## config.mk

```make
export PLATFORM = sky130hd
export DESIGN_NAME = cu_multicycle_flat
export DESIGN_NICKNAME = d
export VERILOG_FILES = /design/src/rtl/cu_pkg.sv /design/src/rtl/cu_multicycle_if.sv /design/src/rtl/cu_op_decoder.sv /design/src/rtl/cu_multicycle.sv /design/src/flat_wrapper.sv
export SDC_FILE = /design/constraint.sdc
export NUM_CORES = 1
export LEC_CHECK = 0
export ABC_CLOCK_PERIOD_IN_PS = 1550
export BUFFER_PORTS_ARGS = -buffer_cell sky130_fd_sc_hd__clkbuf_2
export CAP_MARGIN = 10
export CORE_MARGIN = 2
export CORE_UTILIZATION = 34
export CTS_CLUSTER_DIAMETER = 50
export DETAILED_ROUTE_END_ITERATION = 10
export GPL_TIMING_DRIVEN = 0
export PLACE_DENSITY = 0.76
export SKIP_CTS_REPAIR_TIMING = 1
export SYNTH_ARGS = -nofsm -noshare
export SYNTH_HDL_FRONTEND = slang
export SYNTH_SLANG_ARGS = --single-unit
```

## constraint.sdc

```tcl
create_clock -name CLK -period 1.55 [get_ports CLK]
set_input_delay 0.155 -clock CLK [delete_from_list [all_inputs] [get_ports CLK]]
set_output_delay 0.155 -clock CLK [all_outputs]
set_load 0.05 [all_outputs]
```

## src/rtl/cu_pkg.sv

```systemverilog
// cu_pkg: shared types and constants for the multi-cycle RV32I control unit.
//   state_t     - FSM state encoding (TRAP only exists when CU_TRAP_EN is defined)
//   OPC_*       - base opcodes recognised by the decoder
//   RD_*        - writeback source encodings driven on rd_sel
//   F3_*        - branch condition func3 values
//   insn_cls_t  - one-hot instruction class produced by cu_op_decoder
package cu_pkg;

   typedef enum logic [2:0] {
      S_IDLE   = 3'd0,
      S_FETCH  = 3'd1,
      S_DECODE = 3'd2,
      S_EXEC   = 3'd3,
      S_MEM    = 3'd4,
      S_WB     = 3'd5
`ifdef CU_TRAP_EN
      ,S_TRAP  = 3'd6
`endif
   } state_t;

   localparam logic [6:0] OPC_LUI    = 7'b0110111;
   localparam logic [6:0] OPC_AUIPC  = 7'b0010111;
   localparam logic [6:0] OPC_JAL    = 7'b1101111;
   localparam logic [6:0] OPC_JALR   = 7'b1100111;
   localparam logic [6:0] OPC_BRANCH = 7'b1100011;
   localparam logic [6:0] OPC_LOAD   = 7'b0000011;
   localparam logic [6:0] OPC_STORE  = 7'b0100011;
   localparam logic [6:0] OPC_OPIMM  = 7'b0010011;
   localparam logic [6:0] OPC_OP     = 7'b0110011;

   localparam logic [1:0] RD_ALU = 2'd0;
   localparam logic [1:0] RD_MEM = 2'd1;
   localparam logic [1:0] RD_PC4 = 2'd2;
   localparam logic [1:0] RD_IMM = 2'd3;

   localparam logic [2:0] F3_BEQ  = 3'b000;
   localparam logic [2:0] F3_BNE  = 3'b001;
   localparam logic [2:0] F3_BLT  = 3'b100;
   localparam logic [2:0] F3_BGE  = 3'b101;
   localparam logic [2:0] F3_BLTU = 3'b110;
   localparam logic [2:0] F3_BGEU = 3'b111;

   typedef struct packed {
      logic lui;
      logic auipc;
      logic jal;
      logic jalr;
      logic branch;
      logic load;
      logic store;
      logic opimm;
      logic op;
   } insn_cls_t;

endpackage

```

## src/rtl/cu_multicycle_if.sv

```systemverilog
// cu_multicycle_if: unified memory port between the control unit and memory.
//   mem_req/mem_we/addr_sel - request, store qualifier, address source (0 PC, 1 ALU)
//   mem_sz/mem_sx           - access size and sign-extension fields of the instruction
//   mem_ready               - memory completes the current request this cycle
//   wait_cnt                - stall cycles seen by the current request (debug)
// master: control unit side. slave: memory side.
interface cu_multicycle_if #(
   parameter int WAIT_W = 4
);
   logic              mem_req;
   logic              mem_we;
   logic              addr_sel;
   logic [1:0]        mem_sz;
   logic [2:0]        mem_sx;
   logic              mem_ready;
   logic [WAIT_W-1:0] wait_cnt;

   modport master (
      output mem_req, mem_we, addr_sel, mem_sz, mem_sx, wait_cnt,
      input  mem_ready
   );

   modport slave (
      input  mem_req, mem_we, addr_sel, mem_sz, mem_sx, wait_cnt,
      output mem_ready
   );
endinterface

```

## src/rtl/cu_op_decoder.sv

```systemverilog
// cu_op_decoder: combinational opcode classifier.
//   opcode  in  7 : INSN[6:0]
//   cls     out   : one-hot instruction class (all zero for unknown opcodes)
//   illegal out 1 : opcode is not one of the supported RV32I base opcodes
module cu_op_decoder
   import cu_pkg::*;
(
   input  logic [6:0] opcode,
   output insn_cls_t  cls,
   output logic       illegal
);

   always_comb begin
      cls     = '0;
      illegal = 1'b0;
      case (opcode)
         OPC_LUI:    cls.lui    = 1'b1;
         OPC_AUIPC:  cls.auipc  = 1'b1;
         OPC_JAL:    cls.jal    = 1'b1;
         OPC_JALR:   cls.jalr   = 1'b1;
         OPC_BRANCH: cls.branch = 1'b1;
         OPC_LOAD:   cls.load   = 1'b1;
         OPC_STORE:  cls.store  = 1'b1;
         OPC_OPIMM:  cls.opimm  = 1'b1;
         OPC_OP:     cls.op     = 1'b1;
         default:    illegal    = 1'b1;
      endcase
   end

endmodule

```

## src/rtl/cu_multicycle.sv

```systemverilog
// cu_multicycle: multi-cycle RV32I control unit (IDLE, FETCH, DECODE, EXEC, MEM, WB).
// Single free-running clock; the datapath is advanced with one-cycle load strobes.
//   CLK, RST (sync, active high)
//   INSN             - instruction register, valid from DECODE onward
//   EQ/LS/LU         - ALU compare flags, sampled at the end of EXEC
//   mem              - memory handshake port (cu_multicycle_if.master)
//   pc_en/insn_en/rd_en, pc_next_sel, ALU controls, rd_sel, register fields, state
//   trap             - sticky fault flag, only with CU_TRAP_EN
// Macro CU_TRAP_EN: adds TRAP state (illegal opcode or memory wait timeout).
// Without it illegal opcodes retire as NOPs and memory waits are unbounded.
module cu_multicycle
   import cu_pkg::*;
#(
   parameter int XLEN   = 32,
   parameter int WAIT_W = 4
) (
   input  logic            CLK,
   input  logic            RST,
   input  logic [XLEN-1:0] INSN,
   input  logic            EQ,
   input  logic            LS,
   input  logic            LU,
   cu_multicycle_if.master mem,
   output logic            pc_en,
   output logic            insn_en,
   output logic            rd_en,
   output logic            pc_next_sel,
   output logic            pc_alu_sel,
   output logic            sub_sra,
   output logic            alu_sel_a,
   output logic            alu_sel_b,
   output logic [2:0]      func3,
   output logic [1:0]      rd_sel,
   output logic [4:0]      rs1,
   output logic [4:0]      rs2,
   output logic [4:0]      rd,
   output logic [2:0]      state
`ifdef CU_TRAP_EN
   ,output logic           trap
`endif
);

   localparam logic [WAIT_W-1:0] CNT_MAX  = '1;
   localparam logic [WAIT_W-1:0] CNT_LAST = CNT_MAX ^ WAIT_W'(1);

   state_t            st, st_n;
   logic [WAIT_W-1:0] cnt;
   logic              taken, taken_d;
   logic              active, wr_rd, stall, illegal;
   insn_cls_t         cls;
   logic [2:0]        f3;
   logic              unused_insn;

   // Encoding is fixed 32-bit; bits only consumed by the immediate path are sunk here.
   assign unused_insn = ^{INSN[XLEN-1:31], INSN[29:25]};
   assign f3          = INSN[14:12];

   cu_op_decoder u_dec (
      .opcode  (INSN[6:0]),
      .cls     (cls),
      .illegal (illegal)
   );

   assign rs1             = INSN[19:15];
   assign rs2             = INSN[24:20];
   assign rd              = INSN[11:7];
   assign mem.mem_sz      = INSN[13:12];
   assign mem.mem_sx      = INSN[14:12];
   assign mem.wait_cnt    = cnt;
   assign state           = st;
`ifdef CU_TRAP_EN
   assign trap            = (st == S_TRAP);
`endif

   assign active = (st == S_DECODE) || (st == S_EXEC) || (st == S_MEM) || (st == S_WB);
   assign stall  = ((st == S_FETCH) || (st == S_MEM)) && !mem.mem_ready;
   assign wr_rd  = !illegal && (rd != 5'd0) &&
                   (cls.lui | cls.auipc | cls.jal | cls.jalr | cls.load | cls.opimm | cls.op);

   always_comb begin
      taken_d = cls.jal | cls.jalr;
      if (cls.branch) begin
         case (f3)
            F3_BEQ:  taken_d = EQ;
            F3_BNE:  taken_d = ~EQ;
            F3_BLT:  taken_d = LS;
            F3_BGE:  taken_d = ~LS;
            F3_BLTU: taken_d = LU;
            F3_BGEU: taken_d = ~LU;
            default: taken_d = 1'b0;
         endcase
      end
   end

   // Decoded ALU/writeback controls; held at zero while no instruction is in flight.
   // Branches use the ALU for PC+imm (flags come from the compare unit), hence add.
   always_comb begin
      alu_sel_a  = 1'b0;
      alu_sel_b  = 1'b0;
      pc_alu_sel = 1'b0;
      sub_sra    = 1'b0;
      func3      = 3'b000;
      rd_sel     = RD_ALU;
      if (active) begin
         alu_sel_a  = cls.auipc | cls.jal | cls.branch;
         alu_sel_b  = (|cls) & ~cls.op;
         pc_alu_sel = cls.jal | cls.jalr | cls.branch;
         sub_sra    = INSN[30] & (cls.op | (cls.opimm & (f3 == 3'b101)));
         func3      = (cls.op | cls.opimm) ? f3 : 3'b000;
         if (cls.load)                rd_sel = RD_MEM;
         else if (cls.jal | cls.jalr) rd_sel = RD_PC4;
         else if (cls.lui)            rd_sel = RD_IMM;
      end
   end

   always_comb begin
      st_n         = st;
      mem.mem_req  = 1'b0;
      mem.mem_we   = 1'b0;
      mem.addr_sel = 1'b0;
      insn_en      = 1'b0;
      pc_en        = 1'b0;
      rd_en        = 1'b0;
      pc_next_sel  = 1'b0;
      case (st)
         S_IDLE: st_n = S_FETCH;
         S_FETCH: begin
            mem.mem_req = 1'b1;
            if (mem.mem_ready) begin
               insn_en = 1'b1;
               st_n    = S_DECODE;
            end
`ifdef CU_TRAP_EN
            else if (cnt == CNT_LAST) st_n = S_TRAP;
`endif
         end
         S_DECODE: begin
`ifdef CU_TRAP_EN
            st_n = illegal ? S_TRAP : S_EXEC;
`else
            st_n = S_EXEC;
`endif
         end
         S_EXEC: st_n = (cls.load | cls.store) ? S_MEM : S_WB;
         S_MEM: begin
            mem.mem_req  = 1'b1;
            mem.addr_sel = 1'b1;
            mem.mem_we   = cls.store;
            if (mem.mem_ready) st_n = S_WB;
`ifdef CU_TRAP_EN
            else if (cnt == CNT_LAST) st_n = S_TRAP;
`endif
         end
         S_WB: begin
            pc_en       = 1'b1;
            pc_next_sel = taken;
            rd_en       = wr_rd;
            st_n        = S_FETCH;
         end
`ifdef CU_TRAP_EN
         S_TRAP: st_n = S_TRAP;
`endif
         default: st_n = S_IDLE;
      endcase
   end

   always_ff @(posedge CLK) begin
      if (RST) begin
         st    <= S_IDLE;
         taken <= 1'b0;
         cnt   <= '0;
      end else begin
         st <= st_n;
         if (st == S_EXEC) taken <= taken_d;
         // Fresh count per memory request; saturate so a long stall never looks short.
         if ((st_n != st) && ((st_n == S_FETCH) || (st_n == S_MEM))) cnt <= '0;
         else if (stall && (cnt != CNT_MAX))                         cnt <= cnt + WAIT_W'(1);
      end
   end

endmodule
```

## src/flat_wrapper.sv

```systemverilog
// flat-port wrapper written by rule: the top's interface ports become plain ports
module cu_multicycle_flat import cu_pkg::*;
#(
   parameter int XLEN   = 32,
   parameter int WAIT_W = 4
)
  (CLK, RST, INSN, EQ, LS, LU, pc_en, insn_en, rd_en, pc_next_sel, pc_alu_sel, sub_sra, alu_sel_a, alu_sel_b, func3, rd_sel, rs1, rs2, rd, state, mem_mem_req, mem_mem_we, mem_addr_sel, mem_mem_sz, mem_mem_sx, mem_wait_cnt, mem_mem_ready);
  cu_multicycle_if #(.WAIT_W(WAIT_W)) mem_i ();
  input  logic CLK;
  input  logic RST;
  input  logic [XLEN-1:0] INSN;
  input  logic EQ;
  input  logic LS;
  input  logic LU;
  output logic pc_en;
  output logic insn_en;
  output logic rd_en;
  output logic pc_next_sel;
  output logic pc_alu_sel;
  output logic sub_sra;
  output logic alu_sel_a;
  output logic alu_sel_b;
  output logic [2:0] func3;
  output logic [1:0] rd_sel;
  output logic [4:0] rs1;
  output logic [4:0] rs2;
  output logic [4:0] rd;
  output logic [2:0] state;
  output wire logic [$bits(mem_i.mem_req)-1:0] mem_mem_req;
  output wire logic [$bits(mem_i.mem_we)-1:0] mem_mem_we;
  output wire logic [$bits(mem_i.addr_sel)-1:0] mem_addr_sel;
  output wire logic [$bits(mem_i.mem_sz)-1:0] mem_mem_sz;
  output wire logic [$bits(mem_i.mem_sx)-1:0] mem_mem_sx;
  output wire logic [$bits(mem_i.wait_cnt)-1:0] mem_wait_cnt;
  input wire logic [$bits(mem_i.mem_ready)-1:0] mem_mem_ready;
  assign mem_mem_req = mem_i.mem_req;
  assign mem_mem_we = mem_i.mem_we;
  assign mem_addr_sel = mem_i.addr_sel;
  assign mem_mem_sz = mem_i.mem_sz;
  assign mem_mem_sx = mem_i.mem_sx;
  assign mem_wait_cnt = mem_i.wait_cnt;
  assign mem_i.mem_ready = mem_mem_ready;
  cu_multicycle #(.XLEN(XLEN), .WAIT_W(WAIT_W)) u_core (.CLK(CLK), .RST(RST), .INSN(INSN), .EQ(EQ), .LS(LS), .LU(LU), .mem(mem_i), .pc_en(pc_en), .insn_en(insn_en), .rd_en(rd_en), .pc_next_sel(pc_next_sel), .pc_alu_sel(pc_alu_sel), .sub_sra(sub_sra), .alu_sel_a(alu_sel_a), .alu_sel_b(alu_sel_b), .func3(func3), .rd_sel(rd_sel), .rs1(rs1), .rs2(rs2), .rd(rd), .state(state));
endmodule
```

==> results.yml, run 1 <==
worst_setup_path:
  cp-startpoint: "u_core.state[1]"
  cp_max_fo: 4
  worst-endpoint-arrival_ns: 1.74
  critPathKind: "reg2out"
  end_kind: "primary output"
  cp.required_ns: 1.39
  reg2reg_from: "u_core.mem.wait_cnt[0]"
  cp-start-kind: "register"
timing:
  skew_ns: 0.00355
  setup_slack_ns: -0.349
  worst_pin_slew_ns: 0.433
  grt_setup_unrepaired: "yes"
  setup_violations: 9
  fin_tns_setup_ns: -1.69
  hold_viol_final: 0
  post-route-period-util_pct: 122
  fmax_mhz: 527
  hold_ws_ns: 0.136
  slew_headroom_pct: 71.1
  drv_slew: 0
  fin_crit_ns: 1.90
drt:
  drtIter0Drc: 16
  route.antenna.remaining_nets: 0
  vias_per_cell: 5.10
  vias: 1152
  dr.pass1.iters: 4
  drt-wirelength-per-cell_um: 12.0
  routed_wl_mm: 2.71
  drc: 0
finish:
  fin_nets: 238
  area_delta_synth_final_pct: 76.5
  drive_above_1_share_pct: 65.8
  n_antenna_cell: 0
  stdcell_count: 226
synthesis:
  netlist_area_sq_um: 926
  postSynthCellCount: 126
  syn_nets: 166
  ys_types: 40
  synth_sequential_area_ratio_pct: 17.3
  synth.avg_cell_area_sq_um: 7.35
  ys_seq_elements: 8
  synth_warnings: 0
clock_tree:
  cts_tree: "yes"
  clock_latency_ns: 0.25
  cts_max_path_buffers: 2
  numCtsBuffers: 3
  cts.htree.levels: 1
  root_buffer: "clkbuf_4"
  clock_sinks: 8
  clkTransAtPathRegs_ns: 0.05
floorplanning:
  core_sq_um: 2520
  fp.dieH_um: 56.2
  rows: 18
  dieWidth_um: 56.2
  pin_count: 81
  initial_core_util_pct: 36.7
  die_area_sq_um: 3160
grt:
  grt_start_max_net_pins: 11
  grt_pass1_wl_mm: 3.92
  grt_usage_pct: 14.8
  grt_pass1_vias: 957
  grt_antenna_before_repair: 0
  grt_overflow: 0
hold_path:
  min_from: "RST"
  hold_class: "in2reg"
job:
  drv_cap: 0
power_and_ir_drop:
  p_comb_share_pct: 52.6
  p_sw_share_pct: 44.2
  power_mw: 0.804
  clkPwrFrac_pct: 19.6
  powerDensity_nw_per_um2: 492
  p_seq_share_pct: 27.8
  power_switching_mw: 0.355
  vdd.ir_drop.worst_mv: 0.442
  p_int_mw: 0.449
  p_leak_nw: 0.767
place:
  pre_cts_slack_ns: -0.273
  portBuffers: 63
  dp.cells: 219
  hpwlAfterDp_mm: 2.05
  routabilityCongestion: 0.802
outcome:
  violations: "setup timing"
  status: "finished, violations left"
[worst max-delay path, cell delays in order (launching register included)]
cell	delay (ns)
dfxtp_4	0.36
ha_4	0.27
nand3_4	0.07
nand2b_4	0.16
nor3b_4	0.29
o211a_4	0.21
buf_8	0.14
[cells in the mapped netlist, drive strengths merged]
library cell  instances  area share, %
inv                   1           0.41
nor2b                 5            3.4
and2b                 1           0.81
and3                  3            2.0
clkbuf                3            1.2
nor4b                 2            2.6
nor4                  2            1.4
or4                   2            2.0
o211a                 1            1.1
nand3                 5            2.7
nor3b                 3            2.4
o31ai                 1            1.4
xnor2                 4            3.8
a21oi                 6            3.2
o2111ai               1           0.95
nor2                 17            8.2
a2111oi               1           0.95
and2                  6            4.1
or3                   1           0.68
buf                  22             17
nor3                  3            1.6
ha                    2            2.7
o21ai                 4            2.2
a211oi                1           0.81
o21a                  1           0.81
a31oi                 1           0.68
mux2i                 3            3.2
a32oi                 2            1.9
nand3b                1           0.81
o21bai                1           0.81
nand2                 6            2.4
dfxtp                 8             17
nand2b                5            3.4
xor2                  1           0.95
[cells by family after synthesis]
| family | synth area share, % |
|---|---|
| AND/OR/NAND/NOR | 38.5 |
| adder cells (fa/ha/maj) | 2.70 |
| XOR/XNOR | 4.73 |
| AO/OA/AOI/OAI | 14.7 |
| buffers and inverters | 18.8 |
| multiplexers | 3.24 |
| flip-flops | 17.3 |
[layout make-up]
type / instances / area (sq um)
Fill cell: 206 / 888
Clock buffer: 3 / 22.5
Tap cell: 30 / 37.5
Timing Repair Buffer: 67 / 439
Sequential cell: 8 / 176
Multi-Input combinational cell: 92 / 771
Inverter: 1 / 3.75
Buffer: 25 / 184
[layer usage]
layer / share of wire (%) / up-vias / global-route usage [%] / wire length, um
met5: 0 / - / 0 / 0
met4: 0 / 0 / 4.76 / 0
met3: 8.5 / 0 / 3.95 / 231
met2: 51 / 55 / 24.9 / 1390
met1: 40 / 525 / 18.1 / 1090
li1: - / 572 / - / -
[registers in the layout, indices dropped and copies added (netlist names)]
signal / flops
u_core.taken: 1
u_core.state: 3
u_core.mem.wait_cnt: 4
[path summary, 6_finish.rpt]
kind / endpoint / slack (ns) / cells past startpoint
max: sub_sra / -0.35 / 6
min: u_core.state[1] / 0.14 / 2
max reg2reg: u_core.mem.wait_cnt[3] / -0.05 / 6
min reg2reg: u_core.taken / 0.45 / 2
[layout by cell type, fill, tap and decap left out, types with 3 or more instances in the layout]
cell type,netlist,layout
buf_4,20,25
nor2b_1,5,4
nand2_1,6,6
mux2i_1,3,3
and2_4,0,5
nor2_1,14,9
nand3_1,5,4
buf_8,0,6
clkbuf_4,0,4
clkbuf_2,0,51
dfxtp_4,0,4
o21ai_0,4,4
nor2_2,2,4
nor2_4,1,4
dfxtp_1,8,3
nand2b_1,5,4
buf_6,0,5
a21oi_1,6,5
[power groups by stage]
stage	combinational, mW	sequential, mW	clock [mW]
after floorplan	0.280	0.245	0
after global routing	0.449	0.224	0.182
final	0.423	0.224	0.158
after CTS	0.398	0.220	0.171
after global placement	0.391	0.223	0
after detailed placement	0.396	0.224	0
[stage by stage]
stage	area (sq um)	util (%)
6_report	1630	64.8
2_1_floorplan	1060	-
3_3_place_gp	1410	56.1
5_1_grt	1630	64.8
3_5_place_dp	1410	56.1
4_1_cts	1440	56.9
Note: power is estimated with default switching activity, not from simulation.
==> inputs of run 2 (changes only) <==
--- a/config.mk
+++ b/config.mk
@@ -13,6 +13,7 @@
 export CTS_CLUSTER_DIAMETER = 50
 export DETAILED_ROUTE_END_ITERATION = 10
 export GPL_TIMING_DRIVEN = 0
+export MAX_ROUTING_LAYER = met4
 export PLACE_DENSITY = 0.76
 export SKIP_CTS_REPAIR_TIMING = 1
 export SYNTH_ARGS = -nofsm -noshare
==> results.yml, run 2 (synthesis results as in run 1) <==
outcome:
  status: "finished, violations left"
  violations: "setup timing"
clock_tree:
  clock_latency_ns: 0.25
  cts_max_path_buffers: 2
  cts.htree.levels: 1
  root_buffer: "clkbuf_4"
  numCtsBuffers: 3
  cts_tree: "yes"
  clkTransAtPathRegs_ns: 0.05
  clock_sinks: 8
timing:
  hold_viol_final: 0
  worst_pin_slew_ns: 0.433
  setup_violations: 9
  fin_crit_ns: 1.90
  drv_slew: 0
  setup_slack_ns: -0.349
  grt_setup_unrepaired: "yes"
  fmax_mhz: 527
  post-route-period-util_pct: 122
  skew_ns: 0.00355
  slew_headroom_pct: 71.1
floorplanning:
  dieWidth_um: 56.2
  fp.dieH_um: 56.2
  rows: 18
  initial_core_util_pct: 36.7
  core_sq_um: 2520
  pin_count: 81
  die_area_sq_um: 3160
drt:
  dr.pass1.iters: 4
  vias_per_cell: 5.10
  route.antenna.remaining_nets: 0
  drc: 0
  routed_wl_mm: 2.71
  drt-wirelength-per-cell_um: 12.0
  vias: 1152
  drtIter0Drc: 16
hold_path:
  min_from: "RST"
  hold_class: "in2reg"
worst_setup_path:
  cp-startpoint: "u_core.state[1]"
  critPathKind: "reg2out"
  worst-endpoint-arrival_ns: 1.74
  cp.required_ns: 1.39
  reg2reg_from: "u_core.mem.wait_cnt[0]"
  cp_max_fo: 4
  cp-start-kind: "register"
  end_kind: "primary output"
grt:
  grt_usage_pct: 15.2
  grt_pass1_wl_mm: 3.92
  grt_antenna_before_repair: 0
  grt_start_max_net_pins: 11
  grt_overflow: 0
  grt_pass1_vias: 957
finish:
  fin_nets: 238
  area_delta_synth_final_pct: 76.5
  n_antenna_cell: 0
  fin_util_pct: 64.8
  stdcell_count: 226
  layout_commonest_cell: "clkbuf_2"
  drive_above_1_share_pct: 65.8
  layout_common_cells: "clkbuf_2, buf_4, nor2_1"
  largest_reg_flops: 4
power_and_ir_drop:
  power_mw: 0.804
  powerDensity_nw_per_um2: 492
  vdd.ir_drop.worst_mv: 0.442
  p_leak_nw: 0.767
place:
  hpwlAfterDp_mm: 2.05
  pre_cts_slack_ns: -0.273
  routabilityCongestion: 0.813
  dp.cells: 219
  portBuffers: 63
job:
  drv_cap: 0
run 2: cell counts in the layout (fill, tap and decap cells not counted):
No cell type changed its count.
run 2: layout make-up:
class                      count  area [sq um]
clock buffer                   3          22.5
timing repair buffer          67           439
sequential                     8           176
inverter                       1          3.75
fill                         206           888
buffer                        25           184
multi-input combinational     92           771
tap                           30          37.5
run 2: worst max-delay path: stages (launching register included):
cell and delay [ns]:
dfxtp_4 0.36, ha_4 0.27, nand3_4 0.07, nand2b_4 0.16, nor3b_4 0.29, o211a_4 0.21
buf_8 0.14
run 2: power by group:
part	internal (mW)	switching, mW
sequential	0.210	0.0132
clock	0.0885	0.0691
combinational	0.150	0.273
run 2: metal layers:
layer / vias to the layer above / global-route usage [%] / routed length (um)
li1: 572 / - / -
met1: 525 / 18.5 / 1090
met2: 55 / 24.9 / 1390
met3: 0 / 3.26 / 225
met4: 0 / 4.76 / 0
met5: - / - / 0
run 2: worst paths after layout:
check / end / slack [ns] / cells past startpoint
hold reg to reg: u_core.taken / 0.45 / 2
hold / removal: u_core.state[1] / 0.14 / 2
setup reg to reg: u_core.mem.wait_cnt[3] / -0.05 / 6
setup / recovery: sub_sra / -0.35 / 6
run 2: through the flow:
stage | TNS, ns | area, sq um | hold WS, ns
global route | -2.31 | 1630 | 0.122
finish | -1.69 | 1630 | 0.136
detailed placement | -1.83 | 1410 | 0.400
global placement | -1.62 | 1410 | 0.396
CTS | -3.37 | 1440 | 0.123
floorplan | -0.861 | 1060 | 0.222
